### src/rtl/alu_cmd_driver.sv
// Sequential initiator for the 4-bit combinational ALU: accepts requests, holds the
// operands for SETTLE_CYCLES, captures the ALU outputs and queues them in a response FIFO.
module alu_cmd_driver #(
  parameter int SETTLE_CYCLES = 2,
  parameter int DEPTH         = 4
) (
  input  logic                     clk,
  input  logic                     rst_n,
  input  logic                     req_valid,
  output logic                     req_ready,
  input  logic [2:0]               req_op,
  input  logic [3:0]               req_a,
  input  logic [3:0]               req_b,
  output logic [3:0]               alu_a,
  output logic [3:0]               alu_b,
  output logic [2:0]               alu_cmd,
  input  logic [3:0]               alu_result,
  input  logic                     alu_carry,
  input  logic                     alu_overflow,
  input  logic                     alu_out,
  output logic                     rsp_valid,
  input  logic                     rsp_ready,
  output logic [2:0]               rsp_op,
  output logic [3:0]               rsp_result,
  output logic [2:0]               rsp_flags,
  output logic                     busy,
  output logic [$clog2(DEPTH):0]   count
);

  localparam int PW = $clog2(DEPTH);
  localparam int CW = PW + 1;
  localparam logic [CW-1:0] DEPTH_C     = CW'(DEPTH);
  localparam logic [3:0]    SETTLE_LOAD = 4'(SETTLE_CYCLES - 1);

  typedef enum logic {S_IDLE, S_WAIT} state_t;

  state_t          state_q, state_d;
  logic [3:0]      settle_q, settle_d;
  logic [3:0]      alu_a_q, alu_a_d;
  logic [3:0]      alu_b_q, alu_b_d;
  logic [2:0]      alu_cmd_q, alu_cmd_d;
  logic [PW-1:0]   wr_ptr_q, wr_ptr_d;
  logic [PW-1:0]   rd_ptr_q, rd_ptr_d;
  logic [CW-1:0]   count_q, count_d;
  logic            push;
  logic            pop;
  logic            space_ok;
  logic [9:0]      head;

  // Entry layout: {cmd[2:0], out, overflow, carry, result[3:0]}
  logic [9:0]      mem [DEPTH];

  assign space_ok = (count_q < DEPTH_C);

  always_comb begin
    state_d   = state_q;
    settle_d  = settle_q;
    alu_a_d   = alu_a_q;
    alu_b_d   = alu_b_q;
    alu_cmd_d = alu_cmd_q;
    req_ready = 1'b0;
    busy      = 1'b0;
    push      = 1'b0;
    case (state_q)
      S_IDLE: begin
        req_ready = space_ok;
        if (req_valid && space_ok) begin
          alu_a_d   = req_a;
          alu_b_d   = req_b;
          alu_cmd_d = req_op;
          settle_d  = SETTLE_LOAD;
          state_d   = S_WAIT;
        end
      end
      S_WAIT: begin
        busy = 1'b1;
        // Capture happens on the edge where the counter already reads zero.
        if (settle_q == '0) begin
          push    = 1'b1;
          state_d = S_IDLE;
        end else begin
          settle_d = settle_q - 4'd1;
        end
      end
      default: state_d = S_IDLE;
    endcase
  end

  always_comb begin
    pop      = (count_q != '0) && rsp_ready;
    wr_ptr_d = wr_ptr_q;
    rd_ptr_d = rd_ptr_q;
    count_d  = count_q;
    if (push) wr_ptr_d = wr_ptr_q + PW'(1);
    if (pop)  rd_ptr_d = rd_ptr_q + PW'(1);
    case ({push, pop})
      2'b10:   count_d = count_q + CW'(1);
      2'b01:   count_d = count_q - CW'(1);
      default: count_d = count_q;
    endcase
  end

  always_ff @(posedge clk or negedge rst_n) begin
    if (!rst_n) begin
      state_q   <= S_IDLE;
      settle_q  <= '0;
      alu_a_q   <= '0;
      alu_b_q   <= '0;
      alu_cmd_q <= '0;
      wr_ptr_q  <= '0;
      rd_ptr_q  <= '0;
      count_q   <= '0;
    end else begin
      state_q   <= state_d;
      settle_q  <= settle_d;
      alu_a_q   <= alu_a_d;
      alu_b_q   <= alu_b_d;
      alu_cmd_q <= alu_cmd_d;
      wr_ptr_q  <= wr_ptr_d;
      rd_ptr_q  <= rd_ptr_d;
      count_q   <= count_d;
    end
  end

  // Storage is not reset; occupancy alone decides what is valid.
  always_ff @(posedge clk) begin
    if (push) mem[wr_ptr_q] <= {alu_cmd_q, alu_out, alu_overflow, alu_carry, alu_result};
  end

  assign head       = mem[rd_ptr_q];
  assign rsp_valid  = (count_q != '0);
  assign rsp_op     = head[9:7];
  assign rsp_flags  = head[6:4];
  assign rsp_result = head[3:0];
  assign count      = count_q;
  assign alu_a      = alu_a_q;
  assign alu_b      = alu_b_q;
  assign alu_cmd    = alu_cmd_q;

endmodule

### config.mk
export PLATFORM = sky130hd
export DESIGN_NAME = alu_cmd_driver
export DESIGN_NICKNAME = d
export VERILOG_FILES = /design/src/rtl/alu_cmd_driver.sv
export SDC_FILE = /design/constraint.sdc
export NUM_CORES = 1
export LEC_CHECK = 0
export CAP_MARGIN = 10
export CORE_UTILIZATION = 40
export DETAILED_ROUTE_END_ITERATION = 10
export GPL_TIMING_DRIVEN = 0
export PLACE_DENSITY = 0.67
export SLEW_MARGIN = 15
export SYNTH_ARGS = -nofsm -noshare
export SYNTH_HDL_FRONTEND = slang
export SYNTH_SLANG_ARGS = --single-unit
### constraint.sdc
create_clock -name clk -period 2.1 [get_ports clk]
set_input_delay 0.42 -clock clk [delete_from_list [all_inputs] [get_ports clk]]
set_output_delay 0.42 -clock clk [all_outputs]
set_load 0.02 [all_outputs]
# Word-level counts from Yosys, hierarchy flattened
# Memory sizes are Yosys's and may differ from the RTL's.
# Index checks and enable logic that the tools add are counted.
[classes]
order_cmp = 1
reduce_logical = 7
bitwise = 1
addsub = 5
n_mux = 13
eq_ne = 4
[ops]
columns = ["op", "n"]
rows = [
  ["$mux W1", 8],
  ["$mux W4", 2],
  ["$pmux W4 S2", 1],
  ["$pmux W3 S2", 1],
  ["$add A2 B1 Y2 const B", 2],
  ["$logic_not A4 Y1", 1],
  ["$ne A2 B2 Y1 const B", 2],
  ["$reduce_and A2 Y1", 2],
  ["$sub A4 B1 Y4 const B", 1],
  ["$add A3 B1 Y3 const B", 1],
  ["$lt A3 B3 Y1 const B", 1],
  ["$reduce_bool A3 Y1", 1],
  ["$sub A3 B1 Y3 const B", 1],
  ["$eq A2 B1 Y1 const B", 1],
  ["$eq A2 B2 Y1 const B", 1],
  ["$logic_and A1 B1 Y1", 2],
  ["$pmux W1 S2", 1],
  ["$reduce_bool A2 Y1", 1],
  ["$not A1 Y1", 1],
]
[word_totals]
ff_bits = 23
inputBits = 22
n_memories = 1
mem_bits_rw = 40
[memory_table]
columns = ["memory", "words", "word_bits", "rd", "rd_clocked_by_memory_dff", "write_ports", "line_no", "text"]
rows = [
  ["mem", 4, 10, 1, 0, 1, "51", "logic [9:0] mem [DEPTH];"],
]

# Longest topological paths before layout
[depth]
depth_word = 5
ltp_mapped = 11

# Worst setup path before layout
# No wires, ideal clock.
[synth_path]
path_kind = "register -> register"
from = "register settle_q[0]"
to = "register count_q[2], in the netlist count[2]"
arrival_ns = 1.773
period_less_slack_ns = 1.910
required_time_ns = 1.963
setup_ns = 0.137
path_stages_with_launch = 12
n_path_buf = 0
slack_ns = 0.190
cell_sequence = "dfrtp_1 inv_1 ha_1 nand2_1 nor3_4 inv_1 ha_1 inv_1 fa_1 xor2_1 nor2_1 xor2_1"
[synth_between]
elab_chain_cells = 5
elab_cells_between_ends = 7
classes_between = "2 x eq/ne; 3 x mux; 2 x reduce/logical"
[synth_rtl]
columns = ["element", "line_no", "text"]
rows = [
  ["from (decl)", "38", "logic [3:0] settle_q, settle_d;"],
  ["from (signal assigned)", "115", "settle_q <= settle_d;"],
  ["$logic_not A4 Y1 *", "78", "if (settle_q == '0) begin"],
  ["$mux W1 *", "78", ""],
  ["$mux W1 *", "64", "case (state_q)"],
  ["$eq A2 B1 Y1 / $eq A2 B2 Y1 (equally long branches)", "96", "case ({push, pop})"],
  ["$pmux W3 S2 / $reduce_bool A2 Y1 (equally long branches)", "-", ""],
  ["to (signal assigned)", "121", "count_q <= count_d;"],
  ["to (decl)", "44", "logic [CW-1:0] count_q, count_d;"],
]
# Mark *: on every way between the ends. The rest lies on a longest branch, timed or not.
# A chain may end at the register's enable or synchronous reset.

# Final worst setup path
[layout_path]
from = "register rd_ptr_q[0]"
to = "output port rsp_op[0]"
[layout_between]
elab_chain_cells = 1
[layout_rtl]
columns = ["element", "line_no", "text"]
rows = [
  ["from (decl)", "43", "logic [PW-1:0] rd_ptr_q, rd_ptr_d;"],
  ["from (signal assigned)", "120", "rd_ptr_q <= rd_ptr_d;"],
  ["$mem_v2 Z4 W10", "-", ""],
  ["to (decl)", "23", "output logic [2:0] rsp_op,"],
]
# No other way between the ends.

==> reports/results.txt <==
Post-synth top flop = edfxtp_1
outcome = completed
Switch Pwr = 1690 µW
Buffers on Ports = 48
pwr dens = 1520 mW/mm²
fmax = 0.498 GHz
clock tree sinks = 63
Slew @ Worst Pin = 0.543 ns
Tmin final = 2.01 ns
distinct cell type count of the synthesized netlist = 26
Compound-Gate Fraction of Synth Area = 0.832%
CTS tree = built
worst hold slack = 0.0650 ns
chip height = 81.9 µm
layout cells sized above 1 = 29.3%
FF+latch count, synth = 63
Buf+Inv Stages, Crit Path = 2
maximum vdd drop = 0.814 mV
DRT Wirelength = 4440 µm
critical path data required time = 1.68 ns
vias in the first global route = 1459
Vias = 1378
Core Region = 0.00603 mm²
post-synthesis xor/xnor area fraction = 2.06%
mux share of post-synthesis cell area = 16.5%
ANT nets after route = 0
IO Count = 49
Final Wtd Congestion = 0.726
Area growth, synth to finish = 31.1%
Hold Path Class = in -> async
Avg Cell Area, Syn = 18.8 µm²
first-pass GRT wire length = 7030 µm
largest family of logic cells by synthesized area = multiplexers
FP Rows = 28
Synth Area in Simple Gates = 4.94%
Syn. warnings = 0
starting density of the core = 42.4%
Cells after DPL = 259
die width = 81.9 µm
# diodes = 0
sequential area share after synthesis = 69.5%
Final Max Tran Viols = 0
Mapped Cells = 136
crit-path max cell delay = 0.50 ns
Finished Cell Area = 0.00335 mm²
Max Cap Viol = 0
Critical Path Source Type = register
Slew HR = 63.8%
CTS Buffer Depth = 2
TritonCTS buffer count = 9
largest net degree at the start of global routing = 24
worst path arrival time = 1.59 ns
grt total ovfl = 0
area share of fa/ha/maj cells after synthesis = 3.72%
Post-synth EDFFs = 40
CTS clk-pin slew, worst paths = 0.07 ns
cell family with most CP delay = multiplexers
Worst-Skew Late Latency = 0.33 ns
Vias per Instance = 4.92
Clock Power Share = 21.7%
1st-iter DRT viols = 42
leakage = 0.00128 µW
Post-DP HPWL = 2980 µm
critical path class = reg -> out
placed instance area = 0.00313 mm²
Slowest-stage cell, CP = mux4_2
Critical Path, Cell by Cell = buf_12, mux4_2, buf_2
Mapped Nets = 165
final non-filler cell total = 280
Comb pwr share = 40.2%
Root Buffer Master = clkbuf_8
Switching Fraction = 33.3%
DRC errors left = 0
H-tree depth = 3
Total GRT Usage = 15.0%
filler instances = 492
Int Pwr = 3390 µW
Final nets = 229
Fin. Hold Viols = 0
DRT Pass-1 Iters = 4
sequential group share of total power = 38.1%
die area = 0.00671 mm²
CP endpoint kind = output pin
Wirelength per Cell = 15.9 µm
Crit Path Max Fanout = 10
final setup vio count = 0
share of flip-flops with an asynchronous set or reset = 36.5%
Clock Skew = 0.00610 ns
Final Util = 55.6%
fin crit share = 95.6%
Netlist Area Pre-Place = 0.00256 mm²
initial antenna violation count = 0
==> path summary, 6_finish.rpt <==
| path | cells after the start | slack (ns) | to | from |
|---|---|---|---|---|
| worst max-delay path | 3 | 0.09 | rsp_op[0] | rd_ptr_q[0] |
| worst min-delay path | 1 | 0.07 | alu_a[3] | rst_n |
| worst max register to register | 11 | 0.12 | count[2] | settle_q[1] |
| worst min register to register | 1 | 0.52 | alu_a[0] | alu_a[0] |
| max in group asynchronous | 1 | 1.65 | rd_ptr_q[0] | rst_n |
| min in group clk | 1 | 0.52 | alu_a[0] | alu_a[0] |
==> cell usage in the layout, fill, tap and decap left out, types with 6 or more instances in the layout <==
cell              n
buf_2             9
buf_4             6
clkbuf_8          9
clkdlybuf4s50_1  36
dfrtp_1          22
edfxtp_1         40
inv_1             9
mux2_2            6
mux2_4            6
mux4_2           10
==> kinds of logic after synthesis <==
| family | Yosys count |
|---|---|
| AO/OA/AOI/OAI | 3 |
| XOR/XNOR | 6 |
| adder cells (fa/ha/maj) | 7 |
| buffers and inverters | 12 |
| flip-flops | 63 |
| multiplexers | 26 |
| AND/OR/NAND/NOR | 19 |
==> synthesized netlist by cell type, drive strengths merged (2+ instances only) <==
library cell | number | area share (%)
edfxtp | 40 | 47
nand2b | 2 | 0.49
inv | 9 | 1.3
and2 | 4 | 0.98
buf | 3 | 1.1
xor2 | 3 | 1.0
mux4 | 10 | 8.8
mux2i | 4 | 1.6
nor2 | 5 | 0.73
mux2 | 12 | 6.2
xnor2 | 3 | 1.0
ha | 6 | 2.9
nand2 | 3 | 0.44
dfrtp | 23 | 23
==> area by class of cell <==
| cell class | instances | area (µm²) | share of cell area (%) |
|---|---|---|---|
| buffer | 3 | 42.5 | 1.27 |
| clock buffer | 9 | 124 | 3.70 |
| clock inverter | 7 | 87.6 | 2.61 |
| inverter | 9 | 33.8 | 1.01 |
| multi-input combinational | 61 | 726 | 21.7 |
| sequential | 63 | 1780 | 53.1 |
| tap | 75 | 93.8 | 2.80 |
| timing repair buffer | 53 | 465 | 13.9 |
==> repair_timing <==
item,4_1_cts,5_1_grt
pin swaps,1,0
gates resized for setup,41,4
setup buffers,3,2
hold buffers,0,0
endpoints found under the setup margin,12,34
==> flip-flops by register name, summed over array words and instances (netlist names) <==
register and count:
alu_b 4, settle_q 4, alu_a 4, rd_ptr_q 2
wr_ptr_q 2, state_q 1, mem 40, count 3
alu_cmd 3
==> per-stage QoR <==
step                      TNS [ns]  setup WS [ns]  power [µW]
after floorplan                  0          0.190        3170
after global placement      -0.582        -0.0969        3920
after detailed placement    -0.830         -0.113        4020
after CTS                 -0.00781       -0.00781        5110
after global routing       -0.0287        -0.0287        5390
final                            0         0.0930        5080
==> layer usage <==
layer	vias up	GRT usage [%]	part of all wire, %
met5	-	0	0
li1	636	-	-
met3	7	6.56	6.7
met4	0	6.14	1.2
met2	49	23.8	51
met1	686	17.9	41
==> power by group through the flow <==
stage,sequential [µW],clock (µW),combinational (µW)
detailed placement,1950,0,2070
global route,1980,1200,2220
floorplan,2080,0,1090
finish,1930,1100,2040
global placement,1930,0,2000
CTS,1940,1130,2040
Power figures use the tool's default switching activity.
